$ cat src/rtl/d5m_pwr_seq.sv
// d5m_pwr_seq
//   Power-up/power-down sequencer for the D5M camera front end. Brings the
//   pixel-clock divider up, releases the sensor reset, kicks the I2C config
//   engine and enables capture once configuration has completed. Shutdown
//   holds the sensor in reset for RST_HOLD cycles before the divider is gated.
//
// Ports
//   ck           in   system clock (rising edge)
//   reset        in   asynchronous reset, active low
//   start        in   level, sampled only in IDLE
//   stop         in   level, shutdown request from any active state
//   cfg_done     in   config engine success pulse
//   cfg_err      in   config engine failure pulse
//   div_en       out  clock divider enable
//   sensor_rst_n out  sensor reset pin, active low
//   cfg_start    out  one-cycle config engine start pulse
//   capture_en   out  pixel capture path enable
//   ready        out  high in RUN
//   fault        out  high in FAULT
//   state        out  debug state encoding (IDLE=0 .. SHUTDOWN=6)

module d5m_pwr_seq #(
    parameter int unsigned CLK_EN_DELAY = 1000,
    parameter int unsigned CFG_WAIT     = 2000,
    parameter int unsigned CFG_TIMEOUT  = 500000,
    parameter int unsigned RST_HOLD     = 100
) (
    input  logic       ck,
    input  logic       reset,
    input  logic       start,
    input  logic       stop,
    input  logic       cfg_done,
    input  logic       cfg_err,
    output logic       div_en,
    output logic       sensor_rst_n,
    output logic       cfg_start,
    output logic       capture_en,
    output logic       ready,
    output logic       fault,
    output logic [2:0] state
);

    typedef enum logic [2:0] {
        S_IDLE     = 3'd0,
        S_CLK_ON   = 3'd1,
        S_RST_REL  = 3'd2,
        S_CFG      = 3'd3,
        S_RUN      = 3'd4,
        S_FAULT    = 3'd5,
        S_SHUTDOWN = 3'd6
    } state_t;

    // The counter is loaded with N-1 on entry and the state exits on the
    // edge that sees zero, so each timed state lasts exactly N cycles.
    localparam logic [19:0] LD_CLK_ON  = 20'(CLK_EN_DELAY - 1);
    localparam logic [19:0] LD_RST_REL = 20'(CFG_WAIT - 1);
    localparam logic [19:0] LD_CFG     = 20'(CFG_TIMEOUT - 1);
    localparam logic [19:0] LD_HOLD    = 20'(RST_HOLD - 1);

    state_t      cur;
    state_t      nxt;
    logic [19:0] cnt;
    logic [19:0] cnt_nxt;
    logic        cnt_zero;

    logic div_en_nxt;
    logic sensor_rst_n_nxt;
    logic cfg_start_nxt;
    logic capture_en_nxt;
    logic ready_nxt;
    logic fault_nxt;

    assign cnt_zero = (cnt == '0);

    always_ff @(posedge ck or negedge reset) begin
        if (!reset) begin
            cur          <= S_IDLE;
            cnt          <= '0;
            div_en       <= 1'b0;
            sensor_rst_n <= 1'b0;
            cfg_start    <= 1'b0;
            capture_en   <= 1'b0;
            ready        <= 1'b0;
            fault        <= 1'b0;
        end else begin
            cur          <= nxt;
            cnt          <= cnt_nxt;
            div_en       <= div_en_nxt;
            sensor_rst_n <= sensor_rst_n_nxt;
            cfg_start    <= cfg_start_nxt;
            capture_en   <= capture_en_nxt;
            ready        <= ready_nxt;
            fault        <= fault_nxt;
        end
    end

    always_comb begin
        nxt = cur;
        unique case (cur)
            S_IDLE: begin
                if (start && !stop) nxt = S_CLK_ON;
            end
            S_CLK_ON: begin
                if (stop)          nxt = S_SHUTDOWN;
                else if (cnt_zero) nxt = S_RST_REL;
            end
            S_RST_REL: begin
                if (stop)          nxt = S_SHUTDOWN;
                else if (cnt_zero) nxt = S_CFG;
            end
            S_CFG: begin
                // A response on the final timeout cycle still counts.
                if (stop)          nxt = S_SHUTDOWN;
                else if (cfg_err)  nxt = S_FAULT;
                else if (cfg_done) nxt = S_RUN;
                else if (cnt_zero) nxt = S_FAULT;
            end
            S_RUN: begin
                if (stop) nxt = S_SHUTDOWN;
            end
            S_FAULT: begin
                if (stop) nxt = S_SHUTDOWN;
            end
            S_SHUTDOWN: begin
                if (cnt_zero) nxt = S_IDLE;
            end
            default: nxt = S_IDLE;
        endcase
    end

    always_comb begin
        cnt_nxt = cnt;
        if (nxt != cur) begin
            unique case (nxt)
                S_CLK_ON:   cnt_nxt = LD_CLK_ON;
                S_RST_REL:  cnt_nxt = LD_RST_REL;
                S_CFG:      cnt_nxt = LD_CFG;
                S_SHUTDOWN: cnt_nxt = LD_HOLD;
                default:    cnt_nxt = '0;
            endcase
        end else if (!cnt_zero) begin
            cnt_nxt = cnt - 20'd1;
        end
    end

    // Outputs are decoded from the next state so they register alongside it.
    always_comb begin
        div_en_nxt       = (nxt != S_IDLE);
        sensor_rst_n_nxt = (nxt == S_RST_REL) || (nxt == S_CFG) || (nxt == S_RUN);
        cfg_start_nxt    = (nxt == S_CFG) && (cur != S_CFG);
        capture_en_nxt   = (nxt == S_RUN);
        ready_nxt        = (nxt == S_RUN);
        fault_nxt        = (nxt == S_FAULT);
    end

    assign state = cur;

endmodule

$ cat config.mk
export PLATFORM = sky130hd
export DESIGN_NAME = d5m_pwr_seq
export DESIGN_NICKNAME = d
export VERILOG_FILES = /design/src/rtl/d5m_pwr_seq.sv
export SDC_FILE = /design/constraint.sdc
export NUM_CORES = 1
export LEC_CHECK = 0
export BUFFER_PORTS_ARGS = -buffer_cell sky130_fd_sc_hd__buf_2
export CORE_ASPECT_RATIO = 1.5
export CORE_MARGIN = 5
export CORE_UTILIZATION = 40
export CTS_BUF_LIST = sky130_fd_sc_hd__clkbuf_4 sky130_fd_sc_hd__clkbuf_8
export DETAILED_ROUTE_END_ITERATION = 10
export HOLD_SLACK_MARGIN = 0.03
export PLACE_DENSITY = 0.67
export SKIP_LAST_GASP = 1
export SYNTH_ARGS = -nofsm -noshare
export SYNTH_HDL_FRONTEND = slang
export SYNTH_SLANG_ARGS = --single-unit
$ cat constraint.sdc
create_clock -name ck -period 3.1 [get_ports ck]
set_clock_uncertainty 0.1 [all_clocks]
set_input_delay 0.31 -clock ck [delete_from_list [all_inputs] [get_ports ck]]
set_output_delay 0.31 -clock ck [all_outputs]
set_load 0.01 [all_outputs]
==> results_dict.tcl <==
set metrics [dict create \
    synth_top_family_by_area "simple AND/OR/NAND/NOR gates" \
    synthesis.area_sq_um 1740 \
    area_growth_pct 11.1 \
    status "completed" \
    path_cells "or4_4 -> or4b_4 -> o311ai_4 -> o311a_1 -> a21o_4 -> o21ai_2" \
    cts.sinks 28 \
    cts_hold_buf 1 \
    finalWeightedCongestion 0.922 \
    finalSetupViolCount 0 \
    yosys.area_share.simple_pct 25.5 \
    layout_commonest_cell "dfrtp_1" \
    crit_slowest_cell "or4_4" \
    ys_ff_latch 28 \
    avgSynthCellArea_sq_um 8.95 \
    synth.yosys.seq_area_share_pct 40.3 \
    clkLatencyLatePin_ns 0.28 \
    die_x_microns 63.8 \
    port_buffers 14 \
    clock.fmax_ghz 0.364 \
    synth_flop_cell "dfrtp_1" \
    drt-pass1-iter-count 4 \
    rows 29 \
    dr.first_iter.drc_count 98 \
    grt_remaining_overflow 0 \
    drv_slew 0 \
    cp_data_required_time_ns 3.15 \
    synth_cells 194 \
    power_density_nw_per_um2 838 \
    crit_type "register to register" \
    num_antenna_cells 0 \
    synth_nets 201 \
    cts_max_level 1 \
    via_per_inst 5.91 \
    antenna_left 0 \
    fin_setup_tns_ns 0 \
    start_util_pct 41.3 \
    min_period_ns 2.75 \
    whs_ns 0.420 \
    max_slew.worst_pin.slew_ns 0.655 \
    mostFrequentLayoutCells "28 x dfrtp_1, 23 x nor2_1, 19 x nand2_1" \
    drive_above_1_share_pct 19.4 \
    grtUsageTotal_pct 15.4 \
    synth_warnings 0 \
    power_mw 1.62 \
    synth-xor-area-share_pct 7.06 \
    numCtsBuffers 3 \
    synth_fa_ha_area_share_pct 0.720 \
    grt_setup_unrepaired "no" \
    slew_headroom_pct 56.4 \
    core_sq_um 4210 \
    hold_class "input port to register" \
    grt_pass1_wl_microns 7280 \
    end_kind "register" \
    cts_resized 0 \
    vias 1520 \
    arrival_ns 2.80 \
    pin_count 15 \
    drv_cap 0 \
    antenna_found_initial 0 \
    wl_per_cell_microns 16.4 \
    die_height_microns 90.7 \
    die_area_sq_um 5790 \
    cts.clk_slew.worst_paths_ns 0.10 \
    vdd_drop_max_v 0.000431 \
    critPathMaxFanout 5 \
    start_kind "register" \
    cts-root-buf "clkbuf_8" \
    grt_max_degree 29 \
    synth_mux_area_share_pct 1.80 \
    cts_tree "built" \
    finalCritPeriodShare_pct 88.7 \
    dp_hpwl_microns 3040 \
    synth_compound_area_share_pct 21.0 \
    power_leakage_nw 0.886 \
    postCtsSetupBuffers 0 \
    cts_buffer_depth 2 \
    grt_pass1_vias 1503 \
    finalHoldViolations 0 \
    synth-async-reset-ratio_pct 100 \
    final_nets 220 \
    wl_microns 4220 \
    synth_edf_count 0 \
    synthDistinctLibCells 54 \
    drc 0 \
    cp_slowest_stage_delay_ns 0.59 \
]
==> metal layers <==
| metal | track usage, % | wire length, microns | vias up |
|---|---|---|---|
| li1 | - | - | 737 |
| met1 | 19.2 | 1770 | 725 |
| met2 | 25.9 | 2160 | 48 |
| met3 | 1.62 | 172 | 10 |
| met4 | 7.28 | 113 | 0 |
| met5 | 0 | 0 | - |
==> metrics by stage <==
stage | util [%] | cells | instance area [sq um] | worst slack (ns)
after floorplan | - | 194 | 1740 | 0.601
after global placement | 44.6 | 253 | 1880 | 0.386
after detailed placement | 44.6 | 253 | 1880 | 0.403
after CTS | 45.8 | 257 | 1930 | 0.377
after global routing | 45.8 | 257 | 1930 | 0.171
final | 45.8 | 257 | 1930 | 0.349
==> flip-flops by register name (all words and copies together), names as in the netlist <==
signal / count
cfg_start: 1
sensor_rst_n: 1
ready: 1
div_en: 1
cnt: 20
state: 3
fault: 1
==> cells in the mapped netlist (all sizes together) (2+ instances only) <==
cell	number	area, sq um
a211oi	2	15.0
buf	3	16.3
nor2b	3	18.8
nor2	24	92.6
a21oi	11	55.1
nand2b	2	12.5
inv	8	30.0
clkbuf	4	15.0
nor4	3	18.8
nand3	4	20.0
or2	3	18.8
dfrtp	28	701
a31oi	4	25.0
a21o	2	22.5
or3	5	31.3
nor3	16	90.1
o211ai	2	20.0
o31ai	2	20.0
xnor2	7	61.3
nand2	19	71.3
nor3b	4	30.0
mux2i	2	20.0
o21ai	8	51.3
xor2	7	61.3
or4	2	18.8
a21boi	3	22.5
==> cells by family (layout without fill, tap and decap cells) <==
| family | Yosys count | in the layout |
|---|---|---|
| AND/OR/NAND/NOR | 87 | 87 |
| AO/OA/AOI/OAI | 46 | 46 |
| flip-flops | 28 | 28 |
| buffers and inverters | 15 | 32 |
| XOR/XNOR | 14 | 14 |
| multiplexers | 3 | 3 |
| adder cells (fa/ha/maj) | 1 | 1 |
==> area by class of cell <==
cell class,instances,area [sq um]
multi-input cells,151,975
well taps,46,57.6
inverters,8,30.0
clock buffers,3,41.3
fillers,428,2280
repair buffers,21,125
flip-flops and latches,28,701
==> path summary, 6_finish.rpt <==
kind / start / end / slack [ns] / cells after the start
worst max-delay path: cnt[15] / cnt[1] / 0.35 / 6
worst min-delay path: stop / fault / 0.42 / 4
worst max register to register: cnt[15] / cnt[1] / 0.35 / 6
worst min register to register: cnt[14] / cnt[14] / 0.48 / 2
max in group asynchronous: reset / state[2] / 1.98 / 2
min in group asynchronous: reset / cnt[17] / 0.48 / 2
==> power breakdown <==
| group | total [mW] | switching (mW) | internal (mW) | leakage [nW] |
|---|---|---|---|---|
| registers | 0.635 | 0.150 | 0.485 | 0.354 |
| logic | 0.781 | 0.425 | 0.356 | 0.510 |
| clock network | 0.200 | 0.113 | 0.0874 | 0.0216 |
| total | 1.62 | 0.688 | 0.928 | 0.886 |
==> worst max-delay path, delay by kind of cell (launching register included) <==
family,cells,cell delay [ns]
simple gates,2,1.18
compound gates,4,0.91
flops,1,0.44
Power figures use the tool's default switching activity.
